[config.mk]
export PLATFORM = sky130hd
export DESIGN_NAME = m_shift_accumulator
export DESIGN_NICKNAME = d
export VERILOG_FILES = /design/src/rtl/m_shift_accumulator.sv
export SDC_FILE = /design/constraint.sdc
export NUM_CORES = 2
export LEC_CHECK = 0
export BUFFER_PORTS_ARGS = -buffer_cell sky130_fd_sc_hd__buf_4
export CAP_MARGIN = 0
export CORE_MARGIN = 10
export CORE_UTILIZATION = 40
export CTS_CLUSTER_SIZE = 28
export DETAILED_ROUTE_END_ITERATION = 8
export GPL_TIMING_DRIVEN = 0
export PLACE_DENSITY = 0.59
export SYNTH_ARGS = -nofsm -noshare
export SYNTH_HDL_FRONTEND = slang
export SYNTH_SLANG_ARGS = --single-unit
[constraint.sdc]
create_clock -name clk -period 4.5 [get_ports clk]
set_input_delay 0.675 -clock clk [delete_from_list [all_inputs] [get_ports clk]]
set_output_delay 0.675 -clock clk [all_outputs]
set_load 0.01 [all_outputs]
[src/rtl/m_shift_accumulator.sv]
// m_shift_accumulator
//   Sums the pre-shifted partial-product column vectors of every precision
//   pass of a tile into one full-precision result per column (lane).
//
//   state     | meaning
//   ----------+-------------------------------------------------------------
//   S_ACCUM   | no partial tile held; the next accepted beat starts a tile
//   S_PARTIAL | one or more passes of the current tile are in acc_q
//
// Ports
//   clk, rst_n              clock and asynchronous active-low reset
//   clear                   synchronous flush of the tile in progress
//   in_valid/in_ready       input handshake, in_data lanes j*IN_W, signed
//   in_last                 final pass of the tile
//   out_valid/out_ready     output handshake, out_data lanes j*ACC_W, signed
//   out_passes              number of beats summed into out_data
//   err                     sticky: a tile was force-closed at MAX_PASSES
module m_shift_accumulator #(
  parameter int MPE_COL    = 8,
  parameter int IN_W       = 32,
  parameter int MAX_PASSES = 4,
  parameter int ACC_W      = IN_W + $clog2(MAX_PASSES) + 1,
  parameter int CNT_W      = $clog2(MAX_PASSES + 1)
) (
  input  logic                     clk,
  input  logic                     rst_n,
  input  logic                     clear,
  input  logic                     in_valid,
  output logic                     in_ready,
  input  logic [MPE_COL*IN_W-1:0]  in_data,
  input  logic                     in_last,
  output logic                     out_valid,
  input  logic                     out_ready,
  output logic [MPE_COL*ACC_W-1:0] out_data,
  output logic [CNT_W-1:0]         out_passes,
  output logic                     err
);

  localparam int EXT_W = ACC_W - IN_W;

  typedef enum logic [0:0] {
    S_ACCUM   = 1'b0,
    S_PARTIAL = 1'b1
  } state_t;

  state_t                   state_q;
  logic [MPE_COL*ACC_W-1:0] acc_q;
  logic [CNT_W-1:0]         pass_cnt_q;
  logic                     out_valid_q;
  logic [MPE_COL*ACC_W-1:0] out_data_q;
  logic [CNT_W-1:0]         out_passes_q;
  logic                     err_q;

  logic                     accept;
  logic                     at_max;
  logic                     close_d;
  logic [MPE_COL*ACC_W-1:0] sum_d;

  // Only a stalled output blocks the input; accumulation continues otherwise.
  assign in_ready = !(out_valid_q && !out_ready);
  assign accept   = in_valid && in_ready;
  assign at_max   = (pass_cnt_q == CNT_W'(MAX_PASSES - 1));
  // A beat that coincides with clear is swallowed and never closes a tile.
  assign close_d  = accept && !clear && (in_last || at_max);

  always_comb begin
    sum_d = '0;
    for (int j = 0; j < MPE_COL; j++) begin
      sum_d[j*ACC_W +: ACC_W] =
          ((state_q == S_PARTIAL) ? acc_q[j*ACC_W +: ACC_W] : {ACC_W{1'b0}})
        + {{EXT_W{in_data[j*IN_W + IN_W - 1]}}, in_data[j*IN_W +: IN_W]};
    end
  end

  always_ff @(posedge clk or negedge rst_n) begin
    if (!rst_n) begin
      state_q      <= S_ACCUM;
      acc_q        <= '0;
      pass_cnt_q   <= '0;
      out_valid_q  <= 1'b0;
      out_data_q   <= '0;
      out_passes_q <= '0;
      err_q        <= 1'b0;
    end else begin
      // Accumulator / pass counter
      if (clear || close_d) begin
        state_q    <= S_ACCUM;
        acc_q      <= '0;
        pass_cnt_q <= '0;
      end else if (accept) begin
        state_q    <= S_PARTIAL;
        acc_q      <= sum_d;
        pass_cnt_q <= pass_cnt_q + 1'b1;
      end

      // Output register; a close in the transfer cycle reloads it without a bubble.
      if (close_d) begin
        out_valid_q  <= 1'b1;
        out_data_q   <= sum_d;
        out_passes_q <= pass_cnt_q + 1'b1;
      end else if (out_valid_q && out_ready) begin
        out_valid_q  <= 1'b0;
      end

      if (close_d && !in_last) begin
        err_q <= 1'b1;
      end
    end
  end

  assign out_valid  = out_valid_q;
  assign out_data   = out_data_q;
  assign out_passes = out_passes_q;
  assign err        = err_q;

endmodule

==> summary.txt <==
initial drt markers -> 2173
area enclosed by the die boundary -> 0.103 mm^2
Critical Path Source -> state_q$_DFFE_PN0P_
total number of yosys warnings -> 0
antenna-violating nets left -> 0
cell-internal power -> 11.0 mW
clock-pin slew of the registers on the worst-case setup and hold paths -> 0.06 ns
number of stages on the worst setup path -> 14
met2 track demand over resource -> 40.8%
post-DP HPWL -> 98900 um
part of the total power dissipated in the clock network -> 40.1%
Cell Chain, Critical Path -> clkbuf_4 > clkbuf_1 > and2_1 > ha_1 > nor2b_1 > o31a_1 > o31a_1 > a31oi_4 > o221ai_2 > o31ai_1 > nor2b_1 > o21ai_0 > xnor2_1 > mux2_2
total leakage power -> 22.8 nW
CTS root buffer -> sky130_fd_sc_hd__clkbuf_16
CTS buffer count -> 71
final cycle utilization of the critical path -> 95.4%
number of buffers on the longest clock path -> 3
flip-flop and latch count after synthesis -> 569
overflow left after global routing -> 0
Top-Level Pins -> 548
Post-synth EDFFs -> 0
insertion delay of the later-clocked pin in the worst-skew pair -> 0.65 ns
timing-limited maximum frequency -> 233 MHz
total standard cell area after synthesis -> 0.0362 mm^2
Setup Viol. Count Final -> 0
Post-layout nets -> 5204
critical-path cell with the highest stage delay -> sky130_fd_sc_hd__dfrtp_4
skew final -> 0.0223 ns
run status -> completed
standard-cell rows -> 110
Post-synth ARST share -> 100%
number of maximum-capacitance constraint violations -> 0
crit path max fanout -> 10
most repeated cell in the gate-level netlist after synthesis -> sky130_fd_sc_hd__nand2_1
wire length of the first global-routing pass -> 195000 um
antenna violations before repair -> 21
final WL -> 129000 um
effective utilization at floorplan -> 40.3%
most used routing layer in global routing -> met2
post-route minimum period -> 4.29 ns
Crit Reg-Reg Startpoint -> state_q$_DFFE_PN0P_
Arr. time, crit path -> 4.83 ns
vias per cell -> 5.41
fin. max-slew vios -> 0
hold-critical path depth -> 2
capturing element type of the critical path -> flip-flop
Peak supply drop -> 0.286 mV
kind of cell with the highest combined delay on the critical path -> compound AO/OA/AOI/OAI gates
Placement Cell Area -> 0.0419 mm^2
library cell occupying the most area in the post-synthesis netlist -> sky130_fd_sc_hd__dfrtp_1
vias in the first global route -> 31800
number of unique standard cell types used by synthesis -> 83
die height -> 321 um
PwrDens -> 352 mW/mm^2
count of buffers from port buffering -> 547
required time of the critical path -> 5.03 ns
portion of total power attributed to sequential cells -> 39.0%
Synth area leaders -> sky130_fd_sc_hd__dfrtp_1 (39%), sky130_fd_sc_hd__ha_1 (9.5%), sky130_fd_sc_hd__nand2_1 (8.6%)
weighted congestion reported at the end of routability-driven placement -> 0.904
Logic pwr share -> 20.9%
x dimension of the die -> 321 um
largest net degree at the start of global routing -> 113
WL per Instance -> 21.8 um
R2R cell count -> 14
sink count of the clock tree -> 569
post-synthesis sequential area ratio -> 39.3%
clock tree from TritonCTS -> built
CP bufs+invs -> 2
global routing usage on met1 -> 30.9%
endpoints failing hold -> 0
hold wc startpoint -> in_last
commonest cells in the synthesized netlist -> sky130_fd_sc_hd__nand2_1 (826), sky130_fd_sc_hd__dfrtp_1 (569), sky130_fd_sc_hd__and2_1 (276)
ratio of cells with drive above 1 in the final layout -> 17.0%
Least-Margin Pin Slew -> 1.39 ns
H-tree depth -> 3
Mapped Cells -> 4034
Avg Inst Size Synth -> 8.98 um^2
synthesized netlist net count -> 4578
Max stage delay on crit path -> 0.54 ns
net switching share of the total power -> 30.0%
most common flop cell mapped by yosys -> sky130_fd_sc_hd__dfrtp_1
CP Launch Type -> flip-flop
area share of the largest cell type after synthesis -> 39.3%
via count -> 31900
core region area -> 0.0899 mm^2
setup repair after global routing missed its margin -> no
number of optimization iterations in the first detailed-route pass -> 5
post-route cell area -> 0.0447 mm^2
met3 usage in global routing -> 5.43%
power spent charging and discharging nets -> 4.72 mW
type of the most critical hold path -> input pin to flip-flop
growth of design area from synthesis to finish -> 23.3%
critical setup path kind -> flip-flop to flip-flop
Storage cell area -> 0.0142 mm^2
Fill cells -> 8747
area taken by multi-input logic gates -> 0.0211 mm^2
gr usage total -> 24.3%
utilization after layout -> 49.7%
remaining routing DRC violations -> 0
worst rel slew slack -> 7.65%
-- layer usage --
layer / vias to the layer above / routed length, um
met5: - / 134
met4: 22 / 3570
met3: 176 / 7900
met2: 774 / 61100
met1: 15400 / 56100
li1: 15500 / -
-- placed cells by master, fill, tap and decap left out, types with 83 or more instances in the layout --
cell                       synthesis  routed
sky130_fd_sc_hd__xnor2_1         164     164
sky130_fd_sc_hd__a21oi_1         254     251
sky130_fd_sc_hd__and2_1          276     276
sky130_fd_sc_hd__buf_4             0     548
sky130_fd_sc_hd__dfrtp_1         569     568
sky130_fd_sc_hd__nand2_1         826     826
sky130_fd_sc_hd__clkbuf_1        186     178
sky130_fd_sc_hd__xor2_1           83      83
sky130_fd_sc_hd__nor2_1          148     148
sky130_fd_sc_hd__o21ai_0         191     190
sky130_fd_sc_hd__a22o_1          243     243
sky130_fd_sc_hd__ha_1            274     274
sky130_fd_sc_hd__a21o_1          134     134
-- layout make-up --
| cell class | instances | area share (%) |
|---|---|---|
| multi-input combinational | 3193 | 47.1 |
| sequential | 569 | 31.9 |
| timing repair buffer | 555 | 9.57 |
| clock buffer | 94 | 4.58 |
| tap | 1176 | 3.29 |
| buffer | 190 | 1.71 |
| clock inverter | 38 | 1.13 |
| inverter | 80 | 0.672 |
| antenna | 6 | 0.0336 |
-- stage by stage --
step                      cells  worst slack, ns  total power, mW  hold slack, ns  setup TNS, ns
after floorplan            4034            0.652             7.64           0.379              0
after global placement     5757            -3.95             9.51           0.455       -2600.57
after detailed placement   5762            -1.77             9.55           0.463        -388.40
after CTS                  5896           0.0208             15.9           0.204              0
after global routing       5901          0.00450             16.5           0.236              0
final                      5901            0.206             15.7           0.248              0
-- cells by family (layout without fill, tap and decap cells) --
group | Yosys count | in the layout | synth area share [%]
fa+ha+maj | 282 | 282 | 9.91
xor+xnor | 247 | 247 | 5.97
flops | 569 | 569 | 39.3
mux | 57 | 57 | 1.76
simple gates | 1494 | 1494 | 18.9
compound gates | 1113 | 1113 | 21.3
other cells | 0 | 6 | 0
buf+inv | 272 | 957 | 2.83
-- registers in the layout, summed over array words and instances, names as in the netlist --
register and flops:
acc_q 280, err 1, out_data 280, out_passes 3, out_valid 1, pass_cnt_q 3, state_q 1
-- timing repair --
action | CTS | global route
endpoints found under the setup margin | 475 | 38
setup buffers | 2 | 0
hold buffers | 1 | 0
pin swaps | 0 | 1
endpoints found under the hold margin | 37 | 0
resized for setup | 22 | 24
-- path summary, 6_finish.rpt --
kind / to / slack, ns
setup / recovery: out_data[279]$_DFFE_PN0P_ / 0.21
hold / removal: err$_DFFE_PN0P_ / 0.25
setup reg to reg: out_data[279]$_DFFE_PN0P_ / 0.21
hold reg to reg: acc_q[243]$_DFFE_PN0P_ / 0.47
max in group asynchronous: acc_q[83]$_DFFE_PN0P_ / 2.52
min in group asynchronous: out_data[179]$_DFFE_PN0P_ / 0.52
-- power by group through the flow --
stage | Clock (mW) | Combinational (mW) | Sequential, mW
global placement | 0 | 3.30 | 6.21
CTS | 6.45 | 3.34 | 6.14
global route | 6.66 | 3.61 | 6.21
floorplan | 0 | 1.28 | 6.36
finish | 6.30 | 3.29 | 6.14
detailed placement | 0 | 3.33 | 6.22
Note: power is estimated with default switching activity, not from simulation.
